$ cat src/rtl/spiram_axi_slave.sv
// AXI4 slave front end for the SPI RAM: one burst at a time, each data beat
// becomes one word request on the mem_req/mem_ack port of the serial engine.
//
// Ports: S_AXI_* full AXI4 slave (AW/W/B/AR/R channels, sidebands ignored);
// mem_req/mem_we/mem_addr/mem_wdata/mem_wstrb out, mem_ack/mem_rdata in.
module spiram_axi_slave #(
    parameter int C_S_AXI_ID_WIDTH   = 1,
    parameter int C_S_AXI_ADDR_WIDTH = 24,
    parameter int C_S_AXI_DATA_WIDTH = 32
) (
    input  logic                            S_AXI_ACLK,
    input  logic                            S_AXI_ARESETN,
    input  logic [C_S_AXI_ID_WIDTH-1:0]     S_AXI_AWID,
    input  logic [C_S_AXI_ADDR_WIDTH-1:0]   S_AXI_AWADDR,
    input  logic [7:0]                      S_AXI_AWLEN,
    input  logic [2:0]                      S_AXI_AWSIZE,
    input  logic [1:0]                      S_AXI_AWBURST,
    input  logic                            S_AXI_AWLOCK,
    input  logic [3:0]                      S_AXI_AWCACHE,
    input  logic [2:0]                      S_AXI_AWPROT,
    input  logic [3:0]                      S_AXI_AWQOS,
    input  logic [3:0]                      S_AXI_AWREGION,
    input  logic                            S_AXI_AWUSER,
    input  logic                            S_AXI_AWVALID,
    output logic                            S_AXI_AWREADY,
    input  logic [C_S_AXI_DATA_WIDTH-1:0]   S_AXI_WDATA,
    input  logic [C_S_AXI_DATA_WIDTH/8-1:0] S_AXI_WSTRB,
    input  logic                            S_AXI_WLAST,
    input  logic                            S_AXI_WVALID,
    output logic                            S_AXI_WREADY,
    output logic [C_S_AXI_ID_WIDTH-1:0]     S_AXI_BID,
    output logic [1:0]                      S_AXI_BRESP,
    output logic                            S_AXI_BVALID,
    input  logic                            S_AXI_BREADY,
    input  logic [C_S_AXI_ID_WIDTH-1:0]     S_AXI_ARID,
    input  logic [C_S_AXI_ADDR_WIDTH-1:0]   S_AXI_ARADDR,
    input  logic [7:0]                      S_AXI_ARLEN,
    input  logic [2:0]                      S_AXI_ARSIZE,
    input  logic [1:0]                      S_AXI_ARBURST,
    input  logic                            S_AXI_ARLOCK,
    input  logic [3:0]                      S_AXI_ARCACHE,
    input  logic [2:0]                      S_AXI_ARPROT,
    input  logic [3:0]                      S_AXI_ARQOS,
    input  logic [3:0]                      S_AXI_ARREGION,
    input  logic                            S_AXI_ARUSER,
    input  logic                            S_AXI_ARVALID,
    output logic                            S_AXI_ARREADY,
    output logic [C_S_AXI_ID_WIDTH-1:0]     S_AXI_RID,
    output logic [C_S_AXI_DATA_WIDTH-1:0]   S_AXI_RDATA,
    output logic [1:0]                      S_AXI_RRESP,
    output logic                            S_AXI_RLAST,
    output logic                            S_AXI_RVALID,
    input  logic                            S_AXI_RREADY,
    output logic                            mem_req,
    output logic                            mem_we,
    output logic [C_S_AXI_ADDR_WIDTH-3:0]   mem_addr,
    output logic [C_S_AXI_DATA_WIDTH-1:0]   mem_wdata,
    output logic [C_S_AXI_DATA_WIDTH/8-1:0] mem_wstrb,
    input  logic                            mem_ack,
    input  logic [C_S_AXI_DATA_WIDTH-1:0]   mem_rdata
);

    localparam int AW = C_S_AXI_ADDR_WIDTH;
    localparam logic [1:0] OKAY   = 2'b00;
    localparam logic [1:0] SLVERR = 2'b10;
    localparam logic [AW-3:0] WORD_ONE = {{(AW-3){1'b0}}, 1'b1};

    typedef enum logic [2:0] {IDLE, WDATA, WMEM, WRESP, RMEM, RDATA} state_t;

    state_t                state;
    logic                  last_wr;
    logic [C_S_AXI_ID_WIDTH-1:0] id_q;
    logic [AW-3:0]         addr_q;
    logic [7:0]            len_q;
    logic [7:0]            beat_q;
    logic                  incr_q;
    logic                  legal_q;
    logic                  err_q;
    logic                  last_q;

    logic legal_aw, legal_ar, at_len, w_end, w_bad;

    // Only FIXED/INCR full-word bursts reach the engine.
    assign legal_aw = !S_AXI_AWBURST[1] && (S_AXI_AWSIZE == 3'd2);
    assign legal_ar = !S_AXI_ARBURST[1] && (S_AXI_ARSIZE == 3'd2);
    assign at_len   = (beat_q == len_q);
    // Burst ends on WLAST or at len; disagreement between the two is an error.
    assign w_end    = S_AXI_WLAST || at_len;
    assign w_bad    = S_AXI_WLAST != at_len;

    assign mem_addr  = addr_q;
    assign S_AXI_BID = id_q;
    assign S_AXI_RID = id_q;

    logic unused_sideband;
    assign unused_sideband = ^{S_AXI_AWLOCK, S_AXI_AWCACHE, S_AXI_AWPROT,
                               S_AXI_AWQOS, S_AXI_AWREGION, S_AXI_AWUSER,
                               S_AXI_ARLOCK, S_AXI_ARCACHE, S_AXI_ARPROT,
                               S_AXI_ARQOS, S_AXI_ARREGION, S_AXI_ARUSER,
                               S_AXI_AWADDR[1:0], S_AXI_ARADDR[1:0]};

    always_ff @(posedge S_AXI_ACLK or negedge S_AXI_ARESETN) begin
        if (!S_AXI_ARESETN) begin
            state         <= IDLE;
            last_wr       <= 1'b1;
            id_q          <= '0;
            addr_q        <= '0;
            len_q         <= '0;
            beat_q        <= '0;
            incr_q        <= 1'b0;
            legal_q       <= 1'b0;
            err_q         <= 1'b0;
            last_q        <= 1'b0;
            S_AXI_AWREADY <= 1'b0;
            S_AXI_ARREADY <= 1'b0;
            S_AXI_WREADY  <= 1'b0;
            S_AXI_BVALID  <= 1'b0;
            S_AXI_BRESP   <= OKAY;
            S_AXI_RVALID  <= 1'b0;
            S_AXI_RDATA   <= '0;
            S_AXI_RRESP   <= OKAY;
            S_AXI_RLAST   <= 1'b0;
            mem_req       <= 1'b0;
            mem_we        <= 1'b0;
            mem_wdata     <= '0;
            mem_wstrb     <= '0;
        end else begin
            S_AXI_AWREADY <= 1'b0;
            S_AXI_ARREADY <= 1'b0;
            unique case (state)
                IDLE: begin
                    // Round robin on a tie: serve the direction not granted last.
                    if (S_AXI_AWVALID && (!S_AXI_ARVALID || !last_wr)) begin
                        S_AXI_AWREADY <= 1'b1;
                        last_wr       <= 1'b1;
                        id_q          <= S_AXI_AWID;
                        addr_q        <= S_AXI_AWADDR[AW-1:2];
                        len_q         <= S_AXI_AWLEN;
                        incr_q        <= (S_AXI_AWBURST == 2'b01);
                        legal_q       <= legal_aw;
                        err_q         <= 1'b0;
                        beat_q        <= '0;
                        S_AXI_WREADY  <= 1'b1;
                        state         <= WDATA;
                    end else if (S_AXI_ARVALID) begin
                        S_AXI_ARREADY <= 1'b1;
                        last_wr       <= 1'b0;
                        id_q          <= S_AXI_ARID;
                        addr_q        <= S_AXI_ARADDR[AW-1:2];
                        len_q         <= S_AXI_ARLEN;
                        incr_q        <= (S_AXI_ARBURST == 2'b01);
                        legal_q       <= legal_ar;
                        beat_q        <= '0;
                        mem_req       <= legal_ar;
                        mem_we        <= 1'b0;
                        state         <= RMEM;
                    end
                end
                WDATA: begin
                    if (S_AXI_WVALID) begin
                        if (w_bad) err_q <= 1'b1;
                        last_q <= w_end;
                        if (legal_q) begin
                            mem_req      <= 1'b1;
                            mem_we       <= 1'b1;
                            mem_wdata    <= S_AXI_WDATA;
                            mem_wstrb    <= S_AXI_WSTRB;
                            S_AXI_WREADY <= 1'b0;
                            state        <= WMEM;
                        end else if (w_end) begin
                            S_AXI_WREADY <= 1'b0;
                            S_AXI_BVALID <= 1'b1;
                            S_AXI_BRESP  <= SLVERR;
                            state        <= WRESP;
                        end else begin
                            beat_q <= beat_q + 8'd1;
                        end
                    end
                end
                WMEM: begin
                    if (mem_ack) begin
                        mem_req <= 1'b0;
                        if (last_q) begin
                            S_AXI_BVALID <= 1'b1;
                            S_AXI_BRESP  <= err_q ? SLVERR : OKAY;
                            state        <= WRESP;
                        end else begin
                            S_AXI_WREADY <= 1'b1;
                            beat_q       <= beat_q + 8'd1;
                            if (incr_q) addr_q <= addr_q + WORD_ONE;
                            state        <= WDATA;
                        end
                    end
                end
                WRESP: begin
                    if (S_AXI_BREADY) begin
                        S_AXI_BVALID <= 1'b0;
                        S_AXI_BRESP  <= OKAY;
                        state        <= IDLE;
                    end
                end
                RMEM: begin
                    if (!legal_q) begin
                        S_AXI_RVALID <= 1'b1;
                        S_AXI_RDATA  <= '0;
                        S_AXI_RRESP  <= SLVERR;
                        S_AXI_RLAST  <= at_len;
                        state        <= RDATA;
                    end else if (mem_ack) begin
                        mem_req      <= 1'b0;
                        S_AXI_RVALID <= 1'b1;
                        S_AXI_RDATA  <= mem_rdata;
                        S_AXI_RRESP  <= OKAY;
                        S_AXI_RLAST  <= at_len;
                        state        <= RDATA;
                    end
                end
                RDATA: begin
                    if (S_AXI_RREADY) begin
                        S_AXI_RVALID <= 1'b0;
                        S_AXI_RLAST  <= 1'b0;
                        if (at_len) begin
                            state <= IDLE;
                        end else begin
                            beat_q  <= beat_q + 8'd1;
                            if (incr_q) addr_q <= addr_q + WORD_ONE;
                            mem_req <= legal_q;
                            state   <= RMEM;
                        end
                    end
                end
                default: state <= IDLE;
            endcase
        end
    end

endmodule

$ cat config.mk
export PLATFORM = sky130hd
export DESIGN_NAME = spiram_axi_slave
export DESIGN_NICKNAME = d
export VERILOG_FILES = /design/src/rtl/spiram_axi_slave.sv
export SDC_FILE = /design/constraint.sdc
export NUM_CORES = 1
export LEC_CHECK = 0
export BUFFER_PORTS_ARGS = -buffer_cell sky130_fd_sc_hd__buf_2
export CAP_MARGIN = 20
export CORE_ASPECT_RATIO = 0.75
export CORE_MARGIN = 8
export CORE_UTILIZATION = 40
export DETAILED_ROUTE_END_ITERATION = 6
export GPL_TIMING_DRIVEN = 0
export PLACE_DENSITY = 0.72
export SYNTH_ARGS = -nofsm -noshare
export SYNTH_HDL_FRONTEND = slang
export SYNTH_SLANG_ARGS = --single-unit
$ cat constraint.sdc
create_clock -name S_AXI_ACLK -period 3 [get_ports S_AXI_ACLK]
set_clock_uncertainty 0.15 [all_clocks]
set_input_delay 0.3 -clock S_AXI_ACLK [delete_from_list [all_inputs] [get_ports S_AXI_ACLK]]
set_output_delay 0.3 -clock S_AXI_ACLK [all_outputs]
set_load 0.005 [all_outputs]
---- Yosys cells after proc, flatten, opt, wreduce, memory -nomap -nowiden ----
Cells that the tools add are included.
word-level totals
  flip-flop bits (word level) ............. 127
  memories ................................ 0
  latch bits .............................. 0
  bits in read-only memories .............. 0
  bits of input ports ..................... 187
  memory bits (writable) .................. 0
operators by class
  order comparisons ....................... 0
  bitwise gates (word level) .............. 0
  multipliers ............................. 0
  $add $sub $neg .......................... 2
  shifts and indexed selects .............. 0
  multiplexer cells ....................... 93
  reductions and logical operators ........ 31
  eq/ne operators ......................... 31
  div/mod/pow operators ................... 0
operators with widths
  operator                 number
  $mux W22                 7
  $mux W8                  11
  $pmux W22 S3             1
  $mux W32                 2
  $mux W1                  41
  $ne A2 B2 Y1 const B     17
  $mux W3                  11
  $pmux W8 S4              1
  $add A22 B1 Y22 const B  1
  $mux W2                  10
  $pmux W3 S6              1
  $reduce_and A7 Y1        2
  $eq A3 B2 Y1 const B     4
  $reduce_and A6 Y1        2
  $ne A3 B3 Y1 const B     3
  $reduce_and A9 Y1        1
  $reduce_bool A3 Y1       3
  $add A8 B1 Y8 const B    1
  $eq A8 B8 Y1             1
  $pmux W1 S2              4
  $reduce_and A8 Y1        1
  $eq A3 B3 Y1 const B     2
  $pmux W1 S3              2
  $pmux W2 S3              1
  15 further kinds         27

---- Logic depth before layout (Yosys ltp) ----
  depth in word-level cells ............... 6
  gate-level depth with buffers ........... 10
  gate-level depth less buffers ........... 10

---- Worst setup path before layout ----
No wires, ideal clock.
  kind .................................... reg-to-reg
  start point ............................. register beat_q[3]
  end point ............................... register beat_q[2]
  arrival ................................. 2.216 ns
  period minus slack after synthesis ...... 2.490 ns
  library setup time ...................... 0.125 ns
  required time ........................... 2.725 ns
  path buffers ............................ 0
  slack ................................... 0.510 ns
  stages on the path, launching flop included .. 11
  cell sequence ........................... dfrtp_1 -> xnor2_1 -> nand4_1 -> nor2_1 -> inv_1 -> ha_1 -> nor2b_1 -> and3_1 -> o21a_1 -> o21ai_0 -> mux2_2
on the way
  cells in the longest elaborated chain, start to end .. 4
RTL lines
  what                           RTL line  RTL
  start: declaration             75        logic [7:0] beat_q;
  start signal: assignment       176       beat_q <= beat_q + 8'd1;
  start signal: assignment       189       beat_q <= beat_q + 8'd1;
  start signal: assignment       225       beat_q <= beat_q + 8'd1;
  $eq A8 B8 Y1 *                 86        assign at_len = (beat_q == len_q);
  $logic_or A1 B1 Y1             88        assign w_end = S_AXI_WLAST || at_len;
  $ne A2 B2 Y1 (no line)         -
  $reduce_and A9 Y1 (no line) *  -
Mark *: on every way between the ends. The rest lies on a longest branch, timed or not.
A chain may end at the register's enable or synchronous reset.

---- Worst setup path in the final report ----
  start point ............................. register beat_q[2]
  end point ............................... register beat_q[2]
on the way
  cells in the longest elaborated chain, start to end .. 5
RTL lines
  what           RTL line       RTL
  $add A8 B1 Y8  176, 189, 225
  $mux W8        170            end else if (w_end) begin
  $mux W8        163            if (legal_q) begin
  $mux W8        160            if (S_AXI_WVALID) begin
  $pmux W8 S4    130            unique case (state)
Parallel ways exist; a longest one is shown, timed or not. The select of a mux whose other input is x is not followed.

==> flow_summary.json <==
{
  "worst_slew_margin_rel_pct": 54.8,
  "dp_cells": 1148,
  "worstHoldStart": "mem_rdata[19]",
  "cts_tree": "built",
  "htreeDepth": 4,
  "syn2layout_area_growth_pct": 45.9,
  "yosysUniqueCellTypes": 74,
  "final_cells": 1269,
  "die_area_um2": 20700,
  "ir_drop_mv": 0.418,
  "async_flop_share_pct": 100,
  "gp_congestion": 0.906,
  "die_h_um": 127,
  "wl_per_cell_um": 18.2,
  "dp_slack_ps": -8.71,
  "power_density_nw_per_um2": 975,
  "r2r_end": "beat_q[2]$_DFFE_PN0P_",
  "grt_pass1_vias": 6878,
  "drt_iter0_drc": 506,
  "rrSetupSlack_ps": 120,
  "whs_endpoint": "S_AXI_RDATA[19]$_DFFE_PN0P_",
  "drc_errors": 0,
  "ant_nets": 0,
  "rr_worst_depth": 10,
  "hpwl_um": 16100,
  "fin_crit_sh_pct": 95.9,
  "routed.top_layer": "met5",
  "cp_data_arrival_time_ps": 3030,
  "worst_slew_pin_slew_ps": 673,
  "setup_violations": 0,
  "synth_seq_area_share_pct": 47.9,
  "layout_min_cycle_time_ps": 2880,
  "status": "finished, final reports clean",
  "synth_enable_flop_cells": 0,
  "avgViaCountPerCell": 5.31,
  "fin_nets": 1234,
  "grt_pass1_wl_um": 36200,
  "initial_core_util_pct": 40.8,
  "timing.critical_path.from_type": "flop",
  "design_area_um2": 9540,
  "numCtsBuffers": 17,
  "rows": 40,
  "vias": 6739,
  "dpl-instance-area_um2": 8080,
  "timing.setup.tns_ps": 0,
  "clock_sinks": 125,
  "synth_largest_area_cell": "dfrtp_1",
  "holdCritPathClass": "in2reg",
  "worstPathRequired_ps": 3150,
  "io_pins": 291,
  "hold_depth": 3,
  "grt_start_max_net_pins": 67,
  "critPathSlowestCell": "dfrtp_1",
  "endpoint_kind": "flop",
  "antenna_found_initial": 3,
  "clock_latency_ps": 420,
  "dr.pass1.iters": 5,
  "ys_ff_latch": 125,
  "leakagePower_nw": 4.54,
  "avgSynthCellArea_um2": 9.51,
  "clkSlewWorstSetupHoldPaths_ps": 60,
  "core_area_um2": 16000,
  "cp_max_fo": 6,
  "fin_ws_ps": 122,
  "wl_um": 23100,
  "syn_area_um2": 6540,
  "synth_common_cells": "nand2_1, dfrtp_1, o21ai_0",
  "yosysMostFrequentCell": "nand2_1",
  "wl_met1_um": 9930,
  "overflow": 0,
  "drive_gt1_share_pct": 35.1,
  "grt_usage_pct": 21.9,
  "max_clock_freq_ghz": 0.347,
  "drv_cap": 0,
  "post-synth-top-area-fraction_pct": 47.5,
  "ys_warn_count": 0,
  "io_buffer_count": 249,
  "dr_wl_met3_um": 2230,
  "route.met2.wl_um": 10600,
  "synth_cells": 687,
  "finalHoldViolations": 0,
  "clk_path_buf_depth": 2,
  "rr_startpoint": "beat_q[2]$_DFFE_PN0P_",
  "path_class": "reg2reg",
  "maxSlewViolCount": 0,
  "crit_chain": "xnor2_1 -> nand4_1 -> nor2_1 -> inv_1 -> ha_1 -> nor2b_1 -> and3_1 -> o21a_1 -> o21ai_0 -> mux2_2",
  "synthFlopType": "dfrtp_1",
  "cts_root_buf": "clkbuf_16",
  "die_width_um": 164,
  "final_core_util_pct": 59.6,
  "ys_top_cells_by_area": "dfrtp_1, nand2_1, mux2_2, o21ai_0, nand3_1",
  "critPathMaxStageDelay_ps": 440
}
[metrics by stage]
step                power (mW)  hold WS, ps
finish                    9.30         21.8
global route              9.95         23.2
CTS                       9.30         10.2
detailed placement        7.04          184
global placement          6.94          307
floorplan                 5.43         -146
[per-layer routing]
metal / track usage (%) / vias up
li1: - / 3170
met1: 28.4 / 3217
met2: 34.3 / 319
met3: 7.30 / 29
met4: 5.92 / 4
met5: 0 / -
[critical path: cells and delay by family (launching register included)]
kind	cells	cell delay [ps]
simple gates	4	860
compound gates	2	450
flops	1	440
mux	1	370
fa+ha+maj	1	210
xor+xnor	1	180
buf+inv	1	90
[state kept, by name, indices dropped and copies added, names as in the netlist, 3 cells and up]
signal       cells
mem_wstrb        4
S_AXI_RDATA     32
len_q            8
beat_q           8
mem_addr        22
state            3
mem_wdata       32
[layout make-up]
class / instances / area, µm²
fillers: 1408 / 6480
flip-flops and latches: 125 / 3130
multi-input cells: 505 / 3110
repair buffers: 337 / 2150
clock buffers: 17 / 425
well taps: 210 / 263
plain buffers: 44 / 248
clock inverters: 15 / 156
inverters: 14 / 52.6
diodes: 2 / 5.00
[worst max-delay path by stage]
stage	from	endpoint
2_1_floorplan	beat_q[3]$_DFFE_PN0P_	beat_q[2]$_DFFE_PN0P_
3_3_place_gp	S_AXI_ARESETN	mem_wdata[24]$_DFFE_PN0P_
3_5_place_dp	beat_q[2]$_DFFE_PN0P_	beat_q[6]$_DFFE_PN0P_
4_1_cts	beat_q[2]$_DFFE_PN0P_	beat_q[2]$_DFFE_PN0P_
5_1_grt	beat_q[2]$_DFFE_PN0P_	beat_q[2]$_DFFE_PN0P_
6_report	beat_q[2]$_DFFE_PN0P_	beat_q[2]$_DFFE_PN0P_
[what timing repair did]
action	in CTS	in global routing
resized for setup	1	0
hold buffers	85	0
endpoints found under the hold margin	133	0
setup buffers	0	2
pin swaps	0	2
endpoints found under the setup margin	1	5
[kinds of logic (layout without fill, tap and decap cells)]
| logic type | count (synthesis) | after routing | share of synthesized area, % |
|---|---|---|---|
| XOR/XNOR | 8 | 8 | 1.07 |
| AND/OR/NAND/NOR | 257 | 257 | 18.6 |
| AO/OA/AOI/OAI | 185 | 185 | 18.8 |
| flip-flops | 125 | 125 | 47.9 |
| other | 1 | 4 | 0.0574 |
| multiplexers | 50 | 50 | 8.46 |
| adder cells (fa/ha/maj) | 3 | 3 | 0.574 |
| buffers and inverters | 58 | 427 | 4.59 |
[power breakdown]
group	total, mW	switching (mW)	leakage [nW]	internal [mW]
Clock	2.03	0.855	0.283	1.17
Combinational	4.31	2.33	2.72	1.98
Sequential	2.96	0.549	1.54	2.42
Total	9.30	3.74	4.54	5.56
[cell usage in the layout, fill, tap and decap left out, types with 16 or more instances in the layout]
cell,instances
nand3_1,27
nand2_1,139
o21ai_0,63
mux2_2,41
clkbuf_1,16
dlygate4sd3_1,85
a21oi_1,25
dfrtp_1,124
clkbuf_16,17
buf_2,260
a31oi_1,18
nor2_1,32
Note: power is estimated with default switching activity, not from simulation.
